`config.mk`:
```
export PLATFORM = sky130hd
export DESIGN_NAME = rbm_sample_accumulator
export DESIGN_NICKNAME = d
export VERILOG_FILES = /design/src/rtl/rbm_sample_accumulator.sv
export SDC_FILE = /design/constraint.sdc
export NUM_CORES = 1
export LEC_CHECK = 0
export CORE_AREA = 5 5 112 114
export DETAILED_ROUTE_END_ITERATION = 6
export DIE_AREA = 0 0 117 119
export GPL_TIMING_DRIVEN = 0
export PLACE_DENSITY = 0.69
export SYNTH_ARGS = -nofsm -noshare
export SYNTH_HDL_FRONTEND = slang
export SYNTH_SLANG_ARGS = --single-unit
```
`constraint.sdc`:
```
create_clock -name clock -period 7.95 [get_ports clock]
set_input_delay 0.795 -clock clock [delete_from_list [all_inputs] [get_ports clock]]
set_output_delay 0.795 -clock clock [all_outputs]
set_load 0.01 [all_outputs]
```
`src/rtl/rbm_sample_accumulator.sv`:
```
// Iteration controller and saturating vote accumulator for the RBM inference chain.
// Define EARLY_STOP_EN to end a run once the leading class is ahead by early_margin.
module rbm_sample_accumulator #(
  parameter int                   bitlength      = 12,
  parameter int                   output_dim     = 2,
  parameter logic [bitlength-1:0] Inf            = 12'b0111_1111_1111,
  parameter int                   iter_width     = 16,
  parameter int                   early_margin   = 64,
  parameter int                   early_min_iter = 8
) (
  input  logic                                                 clock,
  input  logic                                                 reset,
  input  logic                                                 start,
  input  logic [iter_width-1:0]                                iter_num,
  output logic                                                 engine_reset,
  input  logic                                                 engine_finish,
  input  logic [output_dim*bitlength-1:0]                      engine_data,
  output logic [output_dim*bitlength-1:0]                      acc_data,
  output logic [iter_width-1:0]                                iter_count,
  output logic [((output_dim > 1) ? $clog2(output_dim) : 1)-1:0] argmax,
  output logic                                                 busy,
  output logic                                                 finish,
  output logic                                                 early_stop
);

  localparam int                          arg_w      = (output_dim > 1) ? $clog2(output_dim) : 1;
  localparam logic signed [bitlength:0]   margin_c   = (bitlength + 1)'(early_margin);
  localparam logic [iter_width-1:0]       min_iter_c = iter_width'(early_min_iter);

  typedef enum logic [2:0] {
    IDLE  = 3'd0,
    CLEAR = 3'd1,
    WAIT  = 3'd2,
    ACCUM = 3'd3,
    DONE  = 3'd4
  } state_t;

  state_t                          state_r;
  logic [iter_width-1:0]           target_r;
  logic [output_dim*bitlength-1:0] acc_r;
  logic [iter_width-1:0]           iter_count_r;
  logic [arg_w-1:0]                argmax_r;
  logic                            busy_r;
  logic                            finish_r;
  logic                            early_r;
  logic                            eng_rst_r;

  logic [output_dim*bitlength-1:0] sum_acc_s;
  logic [iter_width-1:0]           count_inc_s;
  logic                            last_iter_s;
  logic                            early_hit_s;
  logic [arg_w-1:0]                best_idx_s;
  logic [bitlength-1:0]            best_val_s;

  // Sum is formed one bit wider so that overflow can be seen and clamped to +/-Inf.
  function automatic logic [bitlength-1:0] sat_add(input logic [bitlength-1:0] a,
                                                   input logic [bitlength-1:0] b);
    logic signed [bitlength:0] sum_v;
    logic signed [bitlength:0] pos_v;
    logic signed [bitlength:0] neg_v;
    logic [bitlength-1:0]      res_v;
    sum_v = $signed({a[bitlength-1], a}) + $signed({b[bitlength-1], b});
    pos_v = $signed({1'b0, Inf});
    neg_v = -pos_v;
    if (sum_v > pos_v) begin
      res_v = Inf;
    end else if (sum_v < neg_v) begin
      res_v = neg_v[bitlength-1:0];
    end else begin
      res_v = sum_v[bitlength-1:0];
    end
    return res_v;
  endfunction

  // Per-channel saturating sum of the running vote and the current engine vector.
  always_comb begin
    sum_acc_s = '0;
    for (int g = 0; g < output_dim; g++) begin
      sum_acc_s[g*bitlength +: bitlength] = sat_add(acc_r[g*bitlength +: bitlength],
                                                    engine_data[g*bitlength +: bitlength]);
    end
  end

  assign count_inc_s = iter_count_r + {{(iter_width-1){1'b0}}, 1'b1};
  assign last_iter_s = (count_inc_s == target_r);

  // Strict greater-than keeps the lowest index on ties.
  always_comb begin
    best_idx_s = '0;
    best_val_s = acc_r[bitlength-1:0];
    for (int g = 1; g < output_dim; g++) begin
      if ($signed(acc_r[g*bitlength +: bitlength]) > $signed(best_val_s)) begin
        best_val_s = acc_r[g*bitlength +: bitlength];
        best_idx_s = arg_w'(g);
      end else begin
        best_val_s = best_val_s;
      end
    end
  end

`ifdef EARLY_STOP_EN
  logic signed [bitlength-1:0] top_s;
  logic signed [bitlength-1:0] second_s;
  logic signed [bitlength-1:0] cand_s;
  logic signed [bitlength:0]   lead_s;

  // Lead of the best over the runner-up in the vector about to be stored.
  always_comb begin
    cand_s = '0;
    if ($signed(sum_acc_s[2*bitlength-1:bitlength]) > $signed(sum_acc_s[bitlength-1:0])) begin
      top_s    = $signed(sum_acc_s[2*bitlength-1:bitlength]);
      second_s = $signed(sum_acc_s[bitlength-1:0]);
    end else begin
      top_s    = $signed(sum_acc_s[bitlength-1:0]);
      second_s = $signed(sum_acc_s[2*bitlength-1:bitlength]);
    end
    for (int g = 2; g < output_dim; g++) begin
      cand_s = $signed(sum_acc_s[g*bitlength +: bitlength]);
      if (cand_s > top_s) begin
        second_s = top_s;
        top_s    = cand_s;
      end else if (cand_s > second_s) begin
        second_s = cand_s;
      end else begin
        second_s = second_s;
      end
    end
    lead_s      = {top_s[bitlength-1], top_s} - {second_s[bitlength-1], second_s};
    early_hit_s = (count_inc_s >= min_iter_c) && (lead_s >= margin_c);
  end
`else
  logic unused_cfg_s;
  assign early_hit_s  = 1'b0;
  assign unused_cfg_s = ^{margin_c, min_iter_c};
`endif

  // Run sequencing: pipeline restart pulse, accumulation, iteration count and status flags.
  always_ff @(posedge clock or posedge reset) begin
    if (reset) begin
      state_r      <= IDLE;
      target_r     <= '0;
      acc_r        <= '0;
      iter_count_r <= '0;
      busy_r       <= 1'b0;
      finish_r     <= 1'b0;
      early_r      <= 1'b0;
      eng_rst_r    <= 1'b1;
    end else begin
      case (state_r)
        IDLE, DONE: begin
          eng_rst_r <= 1'b0;
          if (start) begin
            target_r     <= iter_num;
            acc_r        <= '0;
            iter_count_r <= '0;
            early_r      <= 1'b0;
            if (iter_num == '0) begin
              state_r  <= DONE;
              busy_r   <= 1'b0;
              finish_r <= 1'b1;
            end else begin
              state_r   <= CLEAR;
              busy_r    <= 1'b1;
              finish_r  <= 1'b0;
              eng_rst_r <= 1'b1;
            end
          end
        end
        CLEAR: begin
          eng_rst_r <= 1'b0;
          state_r   <= WAIT;
        end
        WAIT: begin
          eng_rst_r <= 1'b0;
          if (engine_finish) begin
            state_r <= ACCUM;
          end
        end
        ACCUM: begin
          acc_r        <= sum_acc_s;
          iter_count_r <= count_inc_s;
          if (last_iter_s) begin
            state_r   <= DONE;
            busy_r    <= 1'b0;
            finish_r  <= 1'b1;
            eng_rst_r <= 1'b0;
          end else if (early_hit_s) begin
            state_r   <= DONE;
            busy_r    <= 1'b0;
            finish_r  <= 1'b1;
            early_r   <= 1'b1;
            eng_rst_r <= 1'b0;
          end else begin
            state_r   <= CLEAR;
            eng_rst_r <= 1'b1;
          end
        end
        default: begin
          state_r   <= IDLE;
          busy_r    <= 1'b0;
          eng_rst_r <= 1'b0;
        end
      endcase
    end
  end

  // Winning-class register, one cycle behind the accumulator.
  always_ff @(posedge clock or posedge reset) begin
    if (reset) begin
      argmax_r <= '0;
    end else begin
      argmax_r <= best_idx_s;
    end
  end

  assign engine_reset = eng_rst_r;
  assign acc_data     = acc_r;
  assign iter_count   = iter_count_r;
  assign argmax       = argmax_r;
  assign busy         = busy_r;
  assign finish       = finish_r;
  assign early_stop   = early_r;

endmodule

```
* Word level (Yosys, flattened, before mapping)
Index checks and enable logic that the tools add are counted.
Operators by class: eq/ne operators 8, bitwise gates (word level) 1, reductions and logical operators 10, mux-type cells 25, add/subtract/negate cells 3, magnitude comparators 5
Operator list (count):
- 2-to-1 mux 12 bit | 4
- case mux 24 bit (2 select lines) | 1
- case mux 16 bit (2 select lines) | 1
- adder 12 x 12 -> 13 bit | 2
- greater-than comparator 13 x 12 -> 1 bit (second input constant) | 2
- < comparator 13 x 12 -> 1 bit (second input constant) | 2
- 2-to-1 mux 24 bit | 1
- adder 16 x 1 -> 16 bit (second input constant) | 1
- equality test 16 bit | 1
- logical NOT 16 bit | 1
- 2-to-1 mux 16 bit | 1
- greater-than comparator 12 bit | 1
- 2-to-1 mux 3 bit | 4
- case mux 3 bit (4 select lines) | 1
- 2-to-1 mux 1 bit | 9
- equality test 3 x 2 -> 1 bit (second input constant) | 2
- inequality test 2 bit (second input constant) | 3
- AND reduction 2 bit | 3
- AND reduction 3 bit | 2
- case mux 1 bit (2 select lines) | 2
- OR reduction 2 bit | 2
- equality test 3 x 1 -> 1 bit (second input constant) | 1
- equality test 3 bit (second input constant) | 1
- logical NOT 3 bit | 1
- other kinds (3) | 3
Storage, ports and cells: bits in registers 63, input port bits 44, logic and storage cells 60

* Logic depth before layout (Yosys ltp)
depth after elaboration 5, gate-level depth with buffers 11, depth with buffers taken out 10

* Worst setup path before layout
OpenSTA, ideal clock, no wires.
path kind input-to-reg, from input port engine_data[12], to register acc_r[12] (netlist: acc_data[12]), required time 7851 ps, path buffers 0, setup slack 4947 ps, stages on the path 10, arrival time 2904 ps, cells stage by stage ha_1 -> inv_1 -> fa_1 -> nor2b_4 -> o2111a_1 -> or4_4 -> a2111oi_2 -> and4_1 -> a311oi_1 -> a311oi_1
Between the ends: cells in the longest elaborated chain, start to end 5, elaborated cells on any way between the ends 6
RTL lines:
- start, declared | line 17 | input logic [output_dim*bitlength-1:0] engine_data,
- adder 12 x 12 -> 13 bit * | line 62 | sum_v = $signed({a[bitlength-1], a}) + $signed({b[bitlength-1], b});
- < comparator 13 x 12 -> 1 bit | line 67 | end else if (sum_v < neg_v) begin
- 2-to-1 mux 12 bit | line 67
- 2-to-1 mux 12 bit * | line 65 | if (sum_v > pos_v) begin
- case mux 24 bit (2 select lines) * | line 149 | case (state_r)
- end signal, assigned | line 180 | acc_r <= sum_acc_s;
- end, declared | line 40 | logic [output_dim*bitlength-1:0] acc_r;
Every way passes the cells marked *; elsewhere a longest branch is shown, timed or not. A chain may end at the register's enable or synchronous reset.

* Worst setup path in the final report
from input port engine_data[0], to register acc_r[9] (netlist: acc_data[9])
Same word-level chain as after synthesis.

==> impl_metrics.yaml <==
cells_and_area:
  fillerInstances: 1059
  drive_above_1_share: 0.0755
  utilization: 0.567
  instances_no_fill: 832
  design_area_mm2: 0.00642
  area_delta_synth_final_pct: 27.1
  antenna_cells: 0
  ff_latch_area_mm2: 0.00158
  final_nets: 767
  multi_input_area_mm2: 0.00325
route:
  drc: 0
  drt-total-wl_um: 14600
  firstDrtPassIters: 5
  viasPerCell: 5.95
  detail_route.wl_per_cell_um: 17.5
  via_count: 4948
  ant_nets: 0
  first_iter_violations: 233
clock_network:
  clkTransAtPathRegs_ns: 0.06
  postCtsSetupBuffers: 0
  cts.sinks: 63
  cts_tree: "yes"
  h-tree-depth: 3
  cts_hold_buf: 0
  clockBufferDepth: 2
  cts_made_buffers: 9
  cts_root_buf: "clkbuf_16"
  clk_latency_ns: 0.33
  cts_resized: 0
logic_synthesis:
  synth-xor-area-share: 0.0451
  synth_fa_ha_area_frac: 0.112
  synth_area_mm2: 0.00505
  ys_top_cells_by_count: "dfrtp_1, o21ai_0, nand2_1, nor2_1, ha_1"
  yosysWarnings: 0
  synthMuxAreaShare: 0.0496
  synth_edf_count: 0
  synth_top_family_by_area: "compound AO/OA/AOI/OAI gates"
  ys_types: 70
  async_flop_share: 1.00
  synth_compound_area_frac: 0.224
  syn_nets: 668
  synth_area_leaders: "dfrtp_1, ha_1, o21ai_0"
  yosysSeqAreaShare: 0.313
  syn_area_per_cell_um2: 8.63
  ys_seq_elements: 63
  synth.top_cell.area_share: 0.307
  synthFlopType: "dfrtp_1"
  yosys.area.top_type: "dfrtp_1"
  yosys.area_share.simple: 0.212
  synth.most_common_cell: "dfrtp_1"
  synthCells: 585
power:
  peakVddDrop_v: 0.000241
  powerDensity_mw_per_mm2: 400
  leakagePower_nw: 2.71
sta:
  fin_skew_ns: 0.00843
  period_needed_ns: 3.64
  hold_viol_final: 0
  setup-tns-final_ns: 0
  fmax_mhz: 275
  fin_crit_sh: 0.458
  finalSetupViolations: 0
  maxSlewHeadroom: 0.435
  rsz0062_at_grt: "no"
  post-route-worst-setup-slack_ns: 4.31
  tightest_slew_ns: 0.827
  slew_viol_final: 0
worst_setup_path:
  crit_arrival_ns: 3.90
  worst-endpoint-required_ns: 8.21
  start_kind: "input pin"
  path_max_fanout: 10
  worstSetupPathType: "input pin to register"
  end_kind: "register"
min_path:
  min_path_type: "register to register"
place:
  port_buffers: 87
  dp_hpwl_um: 11300
  gp_congestion: 0.922
  place_ws_ns: 4.05
  dpl_cell_area_mm2: 0.00612
  dp.cells: 816
die:
  core_area_mm2: 0.0113
  num_rows: 39
  die_w_um: 117
  fp.dieH_um: 119
  die-area_mm2: 0.0139
  io_pins: 89
  initial_core_util: 0.446
global_routing:
  grtUsageMet1: 0.275
  use_met3: 0.0330
  first_global_vias: 4965
  grt_util_met2: 0.378
  gr-total-overflow: 0
  grt-busiest-layer: "met2"
  grt_max_degree: 38
  track_usage: 0.215
  grt_pass1_wl_um: 24300
  antenna_found_initial: 0
status:
  status: "finished, final reports clean"
job:
  drv_cap: 0
cells by family (layout without fill, tap and decap cells):
group	count (synthesis)	count (layout)
mux	23	23
flops	63	63
fa+ha+maj	45	45
other cells	1	1
xor+xnor	26	26
buf+inv	55	159
compound gates	171	171
simple gates	201	201
area by class of cell:
cell class,count,share of cell area
clock buffer,11,0.0378
timing repair buffer,88,0.139
tap,143,0.0279
buffer,27,0.0183
multi-input combinational,467,0.506
sequential,63,0.246
inverter,28,0.0164
clock inverter,5,0.00878
where the power goes:
| part | internal (mW) | total (mW) | switching, mW |
|---|---|---|---|
| Clock | 0.251 | 0.394 | 0.143 |
| Combinational | 0.707 | 1.57 | 0.866 |
| Sequential | 0.455 | 0.601 | 0.146 |
| Total | 1.41 | 2.57 | 1.16 |
path summary, 6_finish.rpt:
kind	from	endpoint	slack, ns	cells after the start
setup / recovery	engine_data[0]	acc_data[9]$_DFFE_PP0P_	4.31	12
hold / removal	state_r[2]$_DFFE_PP0P_	state_r[1]$_DFFE_PP0P_	0.47	1
setup reg to reg	acc_data[0]$_DFFE_PP0P_	acc_data[9]$_DFFE_PP0P_	4.75	11
hold reg to reg	state_r[2]$_DFFE_PP0P_	state_r[1]$_DFFE_PP0P_	0.47	1
max in group asynchronous	reset	argmax$_DFF_PP0_	6.48	3
min in group asynchronous	reset	target_r[3]$_DFFE_PP0P_	0.85	2
per-layer routing:
layer | wire length (um) | part of all wire
met5 | 0 | 0
met4 | 286 | 0.020
met3 | 739 | 0.051
met2 | 7310 | 0.50
met1 | 6250 | 0.43
flip-flops by register name (all words and copies together) (netlist names):
name,count
busy,1
acc_data,24
finish,1
state_r,3
argmax,1
target_r,16
iter_count,16
engine_reset,1
placed cells by master, fill, tap and decap left out, types with 7 or more instances in the layout:
cell	instances
nand3_1	22
xor2_1	11
nor2_1	41
or3_1	7
nor3_1	9
o21ai_0	50
nand2_1	44
nand4_1	11
and2_1	8
clkdlybuf4s50_1	87
a21o_1	13
nor2b_1	12
mux2i_1	7
a211oi_1	10
xnor2_1	15
o211ai_1	8
dfrtp_1	62
a21oi_1	30
nor4_1	9
nand2b_1	8
clkbuf_1	22
inv_1	27
ha_1	37
mux2_2	16
clkbuf_16	9
per-stage QoR:
stage	hold slack, ns	total power, mW
final	0.473	2.57
after global routing	0.509	2.79
after CTS	0.479	2.57
after detailed placement	0.471	2.16
after global placement	0.458	2.11
after floorplan	0.438	1.65
critical path: stages:
cell and delay (ns):
clkdlybuf4s50_1 0.47, ha_1 0.19, inv_1 0.07, fa_1 0.39, nand2b_1 0.22, a21oi_1 0.43
o311a_1 0.24, o32a_1 0.24, clkbuf_1 0.35, nand2_1 0.18, a21oi_1 0.22, a21o_1 0.11
Note: power is estimated with default switching activity, not from simulation.
